$ cat src/rtl/stopwatch_ctrl_if.sv
// Button inputs and sequencer controls shared by the stopwatch controller and its datapath.
// The master side is the controller: it reads the raw buttons and drives every control output.
interface stopwatch_ctrl_if #(
    parameter int LAP_AW = 3
);
    logic              fStart;
    logic              fStop;
    logic              fRecord;
    logic              o_Tick;
    logic              o_Clr;
    logic              o_LapWr;
    logic [LAP_AW-1:0] o_LapAddr;
    logic [LAP_AW:0]   o_LapCnt;
    logic              o_Full;
    logic              o_ShowLap;
    logic [1:0]        o_State;

    modport master (
        input  fStart, fStop, fRecord,
        output o_Tick, o_Clr, o_LapWr, o_LapAddr, o_LapCnt, o_Full, o_ShowLap, o_State
    );

    modport slave (
        output fStart, fStop, fRecord,
        input  o_Tick, o_Clr, o_LapWr, o_LapAddr, o_LapCnt, o_Full, o_ShowLap, o_State
    );
endinterface

$ cat src/rtl/stopwatch_ctrl.sv
// Stopwatch sequencer: debounced buttons drive the IDLE/RUN/PAUSE/REVIEW FSM and the count tick.
// Press event 2+DEB_CYC cycles after a button falls, outputs registered one cycle later; no backpressure.
module stopwatch_ctrl #(
    parameter int TICK_DIV = 500_000,
    parameter int DEB_CYC  = 500_000,
    parameter int LAP_AW   = 3
) (
    input  logic             Clk,
    input  logic             Rst,
    stopwatch_ctrl_if.master sw
);
    localparam int DW = $clog2(DEB_CYC + 1);
    localparam int PW = $clog2(TICK_DIV + 1);
    localparam int CW = LAP_AW + 1;
    localparam int B_REC   = 0;
    localparam int B_STOP  = 1;
    localparam int B_START = 2;
    localparam logic [LAP_AW:0] LAPS = {1'b1, {LAP_AW{1'b0}}};

    typedef enum logic [1:0] {
        IDLE   = 2'b00,
        RUN    = 2'b01,
        PAUSE  = 2'b10,
        REVIEW = 2'b11
    } state_t;

    logic [2:0]    btn_raw;
    logic [2:0]    sync1;
    logic [2:0]    sync2;
    logic [2:0]    armed;
    logic [2:0]    press;
    logic [DW-1:0] low_cnt  [3];
    logic [DW-1:0] high_cnt [3];

    logic ev_start;
    logic ev_stop;
    logic ev_rec;

    state_t            state;
    state_t            state_nx;
    logic [PW-1:0]     pcnt;
    logic [PW-1:0]     pcnt_nx;
    logic [LAP_AW:0]   lap_cnt;
    logic [LAP_AW:0]   lap_cnt_nx;
    logic [LAP_AW-1:0] rptr;
    logic [LAP_AW-1:0] rptr_nx;
    logic [LAP_AW-1:0] lap_addr;
    logic [LAP_AW-1:0] addr_nx;
    logic              tick;
    logic              tick_nx;
    logic              clr;
    logic              clr_nx;
    logic              lap_wr;
    logic              wr_nx;
    logic              full;
    logic              show_lap;

    assign btn_raw = {sw.fStart, sw.fStop, sw.fRecord};

    // Synchronisers reset to the released level so reset exit never looks like a press.
    always_ff @(posedge Clk or posedge Rst) begin
        if (Rst) begin
            sync1 <= '1;
            sync2 <= '1;
            armed <= '1;
            press <= '0;
            for (int i = 0; i < 3; i++) begin
                low_cnt[i]  <= '0;
                high_cnt[i] <= '0;
            end
        end else begin
            sync1 <= btn_raw;
            sync2 <= sync1;
            for (int i = 0; i < 3; i++) begin
                press[i] <= 1'b0;
                if (sync2[i]) begin
                    low_cnt[i] <= '0;
                    if (high_cnt[i] == DW'(DEB_CYC - 1)) armed[i] <= 1'b1;
                    if (high_cnt[i] != DW'(DEB_CYC)) high_cnt[i] <= high_cnt[i] + DW'(1);
                end else begin
                    high_cnt[i] <= '0;
                    if (low_cnt[i] != DW'(DEB_CYC)) low_cnt[i] <= low_cnt[i] + DW'(1);
                    if (low_cnt[i] == DW'(DEB_CYC - 1) && armed[i]) begin
                        press[i] <= 1'b1;
                        armed[i] <= 1'b0;
                    end
                end
            end
        end
    end

    assign ev_stop  = press[B_STOP];
    assign ev_start = press[B_START] & ~press[B_STOP];
    assign ev_rec   = press[B_REC] & ~press[B_STOP] & ~press[B_START];

    always_comb begin
        state_nx   = state;
        pcnt_nx    = pcnt;
        lap_cnt_nx = lap_cnt;
        rptr_nx    = rptr;
        addr_nx    = lap_cnt[LAP_AW-1:0];
        tick_nx    = 1'b0;
        clr_nx     = 1'b0;
        wr_nx      = 1'b0;

        if (ev_stop) begin
            state_nx   = IDLE;
            lap_cnt_nx = '0;
            rptr_nx    = '0;
            clr_nx     = 1'b1;
        end else if (ev_start) begin
            case (state)
                IDLE:    state_nx = RUN;
                RUN:     state_nx = PAUSE;
                PAUSE:   state_nx = RUN;
                REVIEW:  state_nx = PAUSE;
                default: state_nx = IDLE;
            endcase
        end else if (ev_rec) begin
            case (state)
                RUN: begin
                    if (!full) begin
                        wr_nx      = 1'b1;
                        lap_cnt_nx = lap_cnt + CW'(1);
                    end
                end
                PAUSE: begin
                    if (lap_cnt != '0) begin
                        state_nx = REVIEW;
                        rptr_nx  = '0;
                    end
                end
                REVIEW: begin
                    rptr_nx = ({1'b0, rptr} == lap_cnt - CW'(1)) ? '0 : rptr + LAP_AW'(1);
                end
                default: ;
            endcase
        end

        // Prescaler only advances across a RUN->RUN edge, so the pause edge holds the interval.
        if (state_nx == IDLE) begin
            pcnt_nx = '0;
        end else if (state == RUN && state_nx == RUN) begin
            pcnt_nx = (pcnt == PW'(TICK_DIV - 1)) ? '0 : pcnt + PW'(1);
            tick_nx = (pcnt_nx == PW'(TICK_DIV - 1));
        end

        // During a write strobe the address still shows the slot being written.
        if (ev_stop) begin
            addr_nx = '0;
        end else if (state_nx == REVIEW) begin
            addr_nx = rptr_nx;
        end
    end

    always_ff @(posedge Clk or posedge Rst) begin
        if (Rst) begin
            state    <= IDLE;
            pcnt     <= '0;
            lap_cnt  <= '0;
            rptr     <= '0;
            lap_addr <= '0;
            tick     <= 1'b0;
            clr      <= 1'b0;
            lap_wr   <= 1'b0;
            full     <= 1'b0;
            show_lap <= 1'b0;
        end else begin
            state    <= state_nx;
            pcnt     <= pcnt_nx;
            lap_cnt  <= lap_cnt_nx;
            rptr     <= rptr_nx;
            lap_addr <= addr_nx;
            tick     <= tick_nx;
            clr      <= clr_nx;
            lap_wr   <= wr_nx;
            full     <= (lap_cnt_nx == LAPS);
            show_lap <= (state_nx == REVIEW);
        end
    end

    assign sw.o_Tick    = tick;
    assign sw.o_Clr     = clr;
    assign sw.o_LapWr   = lap_wr;
    assign sw.o_LapAddr = lap_addr;
    assign sw.o_LapCnt  = lap_cnt;
    assign sw.o_Full    = full;
    assign sw.o_ShowLap = show_lap;
    assign sw.o_State   = state;
endmodule

$ cat src/flat_wrapper.sv
// flat-port wrapper written by rule: the top's interface ports become plain ports
module stopwatch_ctrl_flat 
#(
    parameter int TICK_DIV = 500_000,
    parameter int DEB_CYC  = 500_000,
    parameter int LAP_AW   = 3
)
  (Clk, Rst, sw_fStart, sw_fStop, sw_fRecord, sw_o_Tick, sw_o_Clr, sw_o_LapWr, sw_o_LapAddr, sw_o_LapCnt, sw_o_Full, sw_o_ShowLap, sw_o_State);
  stopwatch_ctrl_if #(.LAP_AW(LAP_AW)) sw_i ();
  input  logic Clk;
  input  logic Rst;
  input wire logic [$bits(sw_i.fStart)-1:0] sw_fStart;
  input wire logic [$bits(sw_i.fStop)-1:0] sw_fStop;
  input wire logic [$bits(sw_i.fRecord)-1:0] sw_fRecord;
  output wire logic [$bits(sw_i.o_Tick)-1:0] sw_o_Tick;
  output wire logic [$bits(sw_i.o_Clr)-1:0] sw_o_Clr;
  output wire logic [$bits(sw_i.o_LapWr)-1:0] sw_o_LapWr;
  output wire logic [$bits(sw_i.o_LapAddr)-1:0] sw_o_LapAddr;
  output wire logic [$bits(sw_i.o_LapCnt)-1:0] sw_o_LapCnt;
  output wire logic [$bits(sw_i.o_Full)-1:0] sw_o_Full;
  output wire logic [$bits(sw_i.o_ShowLap)-1:0] sw_o_ShowLap;
  output wire logic [$bits(sw_i.o_State)-1:0] sw_o_State;
  assign sw_i.fStart = sw_fStart;
  assign sw_i.fStop = sw_fStop;
  assign sw_i.fRecord = sw_fRecord;
  assign sw_o_Tick = sw_i.o_Tick;
  assign sw_o_Clr = sw_i.o_Clr;
  assign sw_o_LapWr = sw_i.o_LapWr;
  assign sw_o_LapAddr = sw_i.o_LapAddr;
  assign sw_o_LapCnt = sw_i.o_LapCnt;
  assign sw_o_Full = sw_i.o_Full;
  assign sw_o_ShowLap = sw_i.o_ShowLap;
  assign sw_o_State = sw_i.o_State;
  stopwatch_ctrl #(.TICK_DIV(TICK_DIV), .DEB_CYC(DEB_CYC), .LAP_AW(LAP_AW)) u_core (.Clk(Clk), .Rst(Rst), .sw(sw_i));
endmodule
$ cat config.mk
export PLATFORM = sky130hd
export DESIGN_NAME = stopwatch_ctrl_flat
export DESIGN_NICKNAME = d
export VERILOG_FILES = /design/src/rtl/stopwatch_ctrl_if.sv /design/src/rtl/stopwatch_ctrl.sv /design/src/flat_wrapper.sv
export SDC_FILE = /design/constraint.sdc
export NUM_CORES = 1
export LEC_CHECK = 0
export ABC_AREA = 0
export CAP_MARGIN = 20
export CORE_UTILIZATION = 55
export CTS_BUF_LIST = sky130_fd_sc_hd__clkbuf_16
export DETAILED_ROUTE_END_ITERATION = 8
export PLACE_DENSITY = 0.8
export SLEW_MARGIN = 0
export SYNTH_ARGS = -nofsm -noshare
export SYNTH_HDL_FRONTEND = slang
export SYNTH_SLANG_ARGS = --single-unit
$ cat constraint.sdc
create_clock -name Clk -period 13.1 [get_ports Clk]
set_input_delay 2.62 -clock Clk [delete_from_list [all_inputs] [get_ports Clk]]
set_output_delay 2.62 -clock Clk [all_outputs]
set_load 0.1 [all_outputs]
== Word level (Yosys, flattened, before mapping) ==
Index checks and enable logic that the tools add are counted.
Cells by class
  multiplexer cells: 57
  reduce and logical (&&, ||, !) cells: 19
  bitwise gates (word level): 5
  equality and inequality tests: 27
  add/subtract/negate cells: 10
Operator list (count)
  $mux W19: 15
  $eq A19 B19 Y1 const B: 8
  $add A19 B1 Y19 const B: 7
  $ne A19 B19 Y1 const B: 6
  $mux W1: 23
  $mux W3: 7
  $mux W4: 5
  $reduce_bool A2 Y1: 7
  $ne A2 B2 Y1 const B: 6
  $mux W2: 5
  $eq A2 B2 Y1 const B: 3
  $pmux W3 S2: 1
  $reduce_and A2 Y1: 3
  $add A4 B1 Y4 const B: 1
  $eq A2 B1 Y1 const B: 2
  $eq A3 B4 Y1: 1
  $eq A4 B4 Y1 const B: 1
  $logic_and A1 B1 Y1: 4
  $logic_not A2 Y1: 2
  $pmux W2 S2: 1
  $reduce_bool A4 Y1: 1
  $reduce_or A2 Y1: 2
  $sub A4 B1 Y4 const B: 1
  $add A3 B1 Y3 const B: 1
  2 further kinds: 5
Storage, ports and cells
  flip-flop bits (word level): 162
  logic and storage cells: 140
  input bits: 5

== Longest topological paths before layout ==
  word-level depth: 10
  mapped depth: 10

== Worst setup path before layout ==
No wires, ideal clock.
  path type: register -> output
  start: reg u_core.lap_cnt[0], in the netlist u_core.sw.o_LapCnt[0]
  end: out sw_o_LapCnt[0]
  arrival: 1016 ps
  buffers on the path: 0
  path slack: 9464 ps
  cell stages (with the launch flop): 1
  data required time: 10480 ps
  cells stage by stage: dfrtp_1
RTL lines
  start, declared: line stopwatch_ctrl.sv:43  | logic [LAP_AW:0] lap_cnt;
  start signal, assigned: line stopwatch_ctrl.sv:171  | lap_cnt <= lap_cnt_nx;
  end, declared: line flat_wrapper.sv:19  | output wire logic [$bits(sw_i.o_LapCnt)-1:0] sw_o_LapCnt;
No word-level cell between the ends.

== Final worst setup path ==
  start: reg u_core.lap_cnt[0], in the netlist u_core.sw.o_LapCnt[0]
  end: out sw_o_LapCnt[0]
No word-level cell between the ends.

==> impl_metrics.json <==
{
  "vias": 6252,
  "fmaxAchievable_mhz": 209,
  "setup_viol": 0,
  "synthCells": 883,
  "setup_tns_ps": 0,
  "power_density_nw_per_um2": 118,
  "fin_crit_ps": 4780,
  "grt_pass1_wl_mm": 28.1,
  "worst-setup-path-type": "reg -> out",
  "synthXorXnorAreaFrac_pct": 10.6,
  "synth_cell_types": 61,
  "die_x_um": 125,
  "drt-initial-drc-count": 379,
  "layout_common_cells": "153 x dfrtp_1, 126 x nor2_1, 72 x nand2_1",
  "muxShareOfSynthArea_pct": 1.36,
  "cp_num_buf_inv": 1,
  "drv_cap": 0,
  "cts_setup_buffers": 0,
  "final_core_util_pct": 63.4,
  "relSlewSlack_pct": 30.1,
  "dr.pass1.iters": 6,
  "clkLatencyLatePin_ps": 420,
  "die_h_um": 125,
  "ys_warn_count": 0,
  "hold_class": "reg -> reg",
  "layout.cells.most_common": "dfrtp_1",
  "core_area_sq_um": 14700,
  "wl_per_cell_um": 14.7,
  "clk_pin_slew_ps": 60,
  "htree_levels": 4,
  "synth_adder_area_share_pct": 2.55,
  "synth_async_sr_flop_share_pct": 100,
  "ant_nets": 0,
  "fin_hold_ws_ps": 357,
  "clockRootBuffer": "clkbuf_16",
  "cts.path.max_buffers": 2,
  "p_leak_uw": 0.00384,
  "fin_ws_ps": 8320,
  "syn_area_sq_um": 8350,
  "status": "finished clean",
  "hpwlAfterDp_mm": 10.4,
  "post-route-period-util_pct": 36.5,
  "finalWeightedCongestion": 0.847,
  "ir_drop_mv": 0.103,
  "finClkSkew_ps": 6.16,
  "grt_pass1_vias": 6000,
  "synth_top_cell_area_share_pct": 45.8,
  "gr-total-overflow": 0,
  "hold_buffers": 0,
  "worst-path-max-fanout": 8,
  "diodes": 0,
  "path_delay_family": "buffers and inverters",
  "synth_area_per_cell_sq_um": 9.46,
  "io_pins": 19,
  "dieArea_sq_um": 15700,
  "synth.area.top_cells": "dfrtp_1 46%, nor2_1 5.7%, xor2_1 5.5%, xnor2_1 5.1%, nand2_1 3.2%",
  "io_buffers": 18,
  "hold_viol": 0,
  "cts_resized": 0,
  "start_util_pct": 56.8,
  "cp.arrival_ps": 2160,
  "yosys.area_share.simple_pct": 26.6,
  "grt_usage_pct": 22.2,
  "dp_slack_ps": 8480,
  "worst_pin_slew_ps": 1040,
  "critPathLaunchType": "flip-flop",
  "cts_buffers": 17,
  "max_stage_delay_ps": 1240,
  "total_power_uw": 1100,
  "grt_antenna_before_repair": 0,
  "syn2layout_area_growth_pct": 11.6,
  "syn_nets": 905,
  "fin_nets": 914,
  "synth_edf_count": 0,
  "synth-compound-area-share_pct": 7.28,
  "viasPerCell": 5.74,
  "ys.flop_type": "dfrtp_1",
  "rsz0062_at_grt": "false",
  "synth_top_family_by_area": "simple AND/OR/NAND/NOR gates",
  "cp_slowest_cell": "clkdlybuf4s50_1",
  "fp-row-count": 44,
  "cp-end-kind": "output pin",
  "routed_wirelength_mm": 16.1,
  "cts_tree": "done",
  "yosysSeqAreaShare_pct": 48.7,
  "cp_data_required_time_ps": 10480,
  "synth_area_leader_cell": "dfrtp_1",
  "cts.sinks": 162,
  "drc": 0,
  "synth-seq-cells": 162,
  "crit_chain": "clkdlybuf4s50_1",
  "finalMaxSlewViolations": 0,
  "grt_max_degree": 100,
  "drive_above_1_share_pct": 7.62
}
==> power breakdown <==
part / switching (uW) / internal, uW / total (uW) / leakage [uW]
registers: 9.72 / 507 / 516 / 0.00222
clock network: 199 / 356 / 555 / 0.000325
logic: 17.9 / 8.48 / 26.4 / 0.00130
==> synthesized netlist by cell type (all sizes together), types with 19 or more instances <==
cell type	count
xor2	52
xnor2	49
nor2	126
nor4	19
and2	19
o21ai	41
nand2	72
nand4	31
nand3	53
inv	31
dfrtp	153
clkbuf	23
nor3	19
a21oi	32
==> worst paths after layout <==
| kind | from | to | slack (ps) | cells past startpoint |
|---|---|---|---|---|
| max | u_core.sw.o_LapCnt[0] | sw_o_LapCnt[0] | 8320 | 1 |
| min | u_core.sync1[0] | u_core.sync2[0] | 360 | 0 |
| max reg2reg | u_core.pcnt[0] | u_core.sw.o_Tick | 10500 | 7 |
| min reg2reg | u_core.sync1[0] | u_core.sync2[0] | 360 | 0 |
| max in group asynchronous | Rst | u_core.low_cnt[17] | 9070 | 3 |
| min in group asynchronous | Rst | u_core.sw.o_LapWr | 2750 | 2 |
==> kinds of logic after synthesis <==
group	Yosys count
AOI/OAI and AO/OA	104
xor gates and xnor gates	101
adders and majority gates	17
buffers and inverters	62
DFF	162
muxes	11
and+or+nand+nor	426
==> flip-flops by register name, indices dropped and copies added, names as in the netlist, 2 cells and up <==
name,flops
u_core.sync1,3
u_core.armed,3
u_core.rptr,3
u_core.sync2,3
u_core.press,3
u_core.pcnt,19
u_core.sw.o_LapAddr,3
u_core.sw.o_State,2
u_core.low_cnt,57
u_core.sw.o_LapCnt,4
u_core.high_cnt,57
==> metal layers <==
layer	part of all wire [%]	vias to the layer above	wire, um	global-route usage, %
li1	-	3071	-	-
met1	46	3054	7460	29.2
met2	48	105	7740	36.3
met3	3.5	22	559	5.35
met4	1.8	0	291	7.39
met5	0	-	0	0
==> area by class of cell <==
class,count,area (sq um)
Fill cell,1117,5380
Sequential cell,162,4070
Multi-Input combinational cell,659,4040
Clock buffer,17,425
Clock inverter,15,236
Tap cell,184,230
Timing Repair Buffer,21,203
Inverter,31,121
==> stage by stage <==
step                cell area, sq um  std cells
global placement                8660       1057
CTS                             9320       1089
detailed placement              8660       1057
finish                          9320       1089
floorplan                       8350        883
global route                    9320       1089
Power figures use the tool's default switching activity.
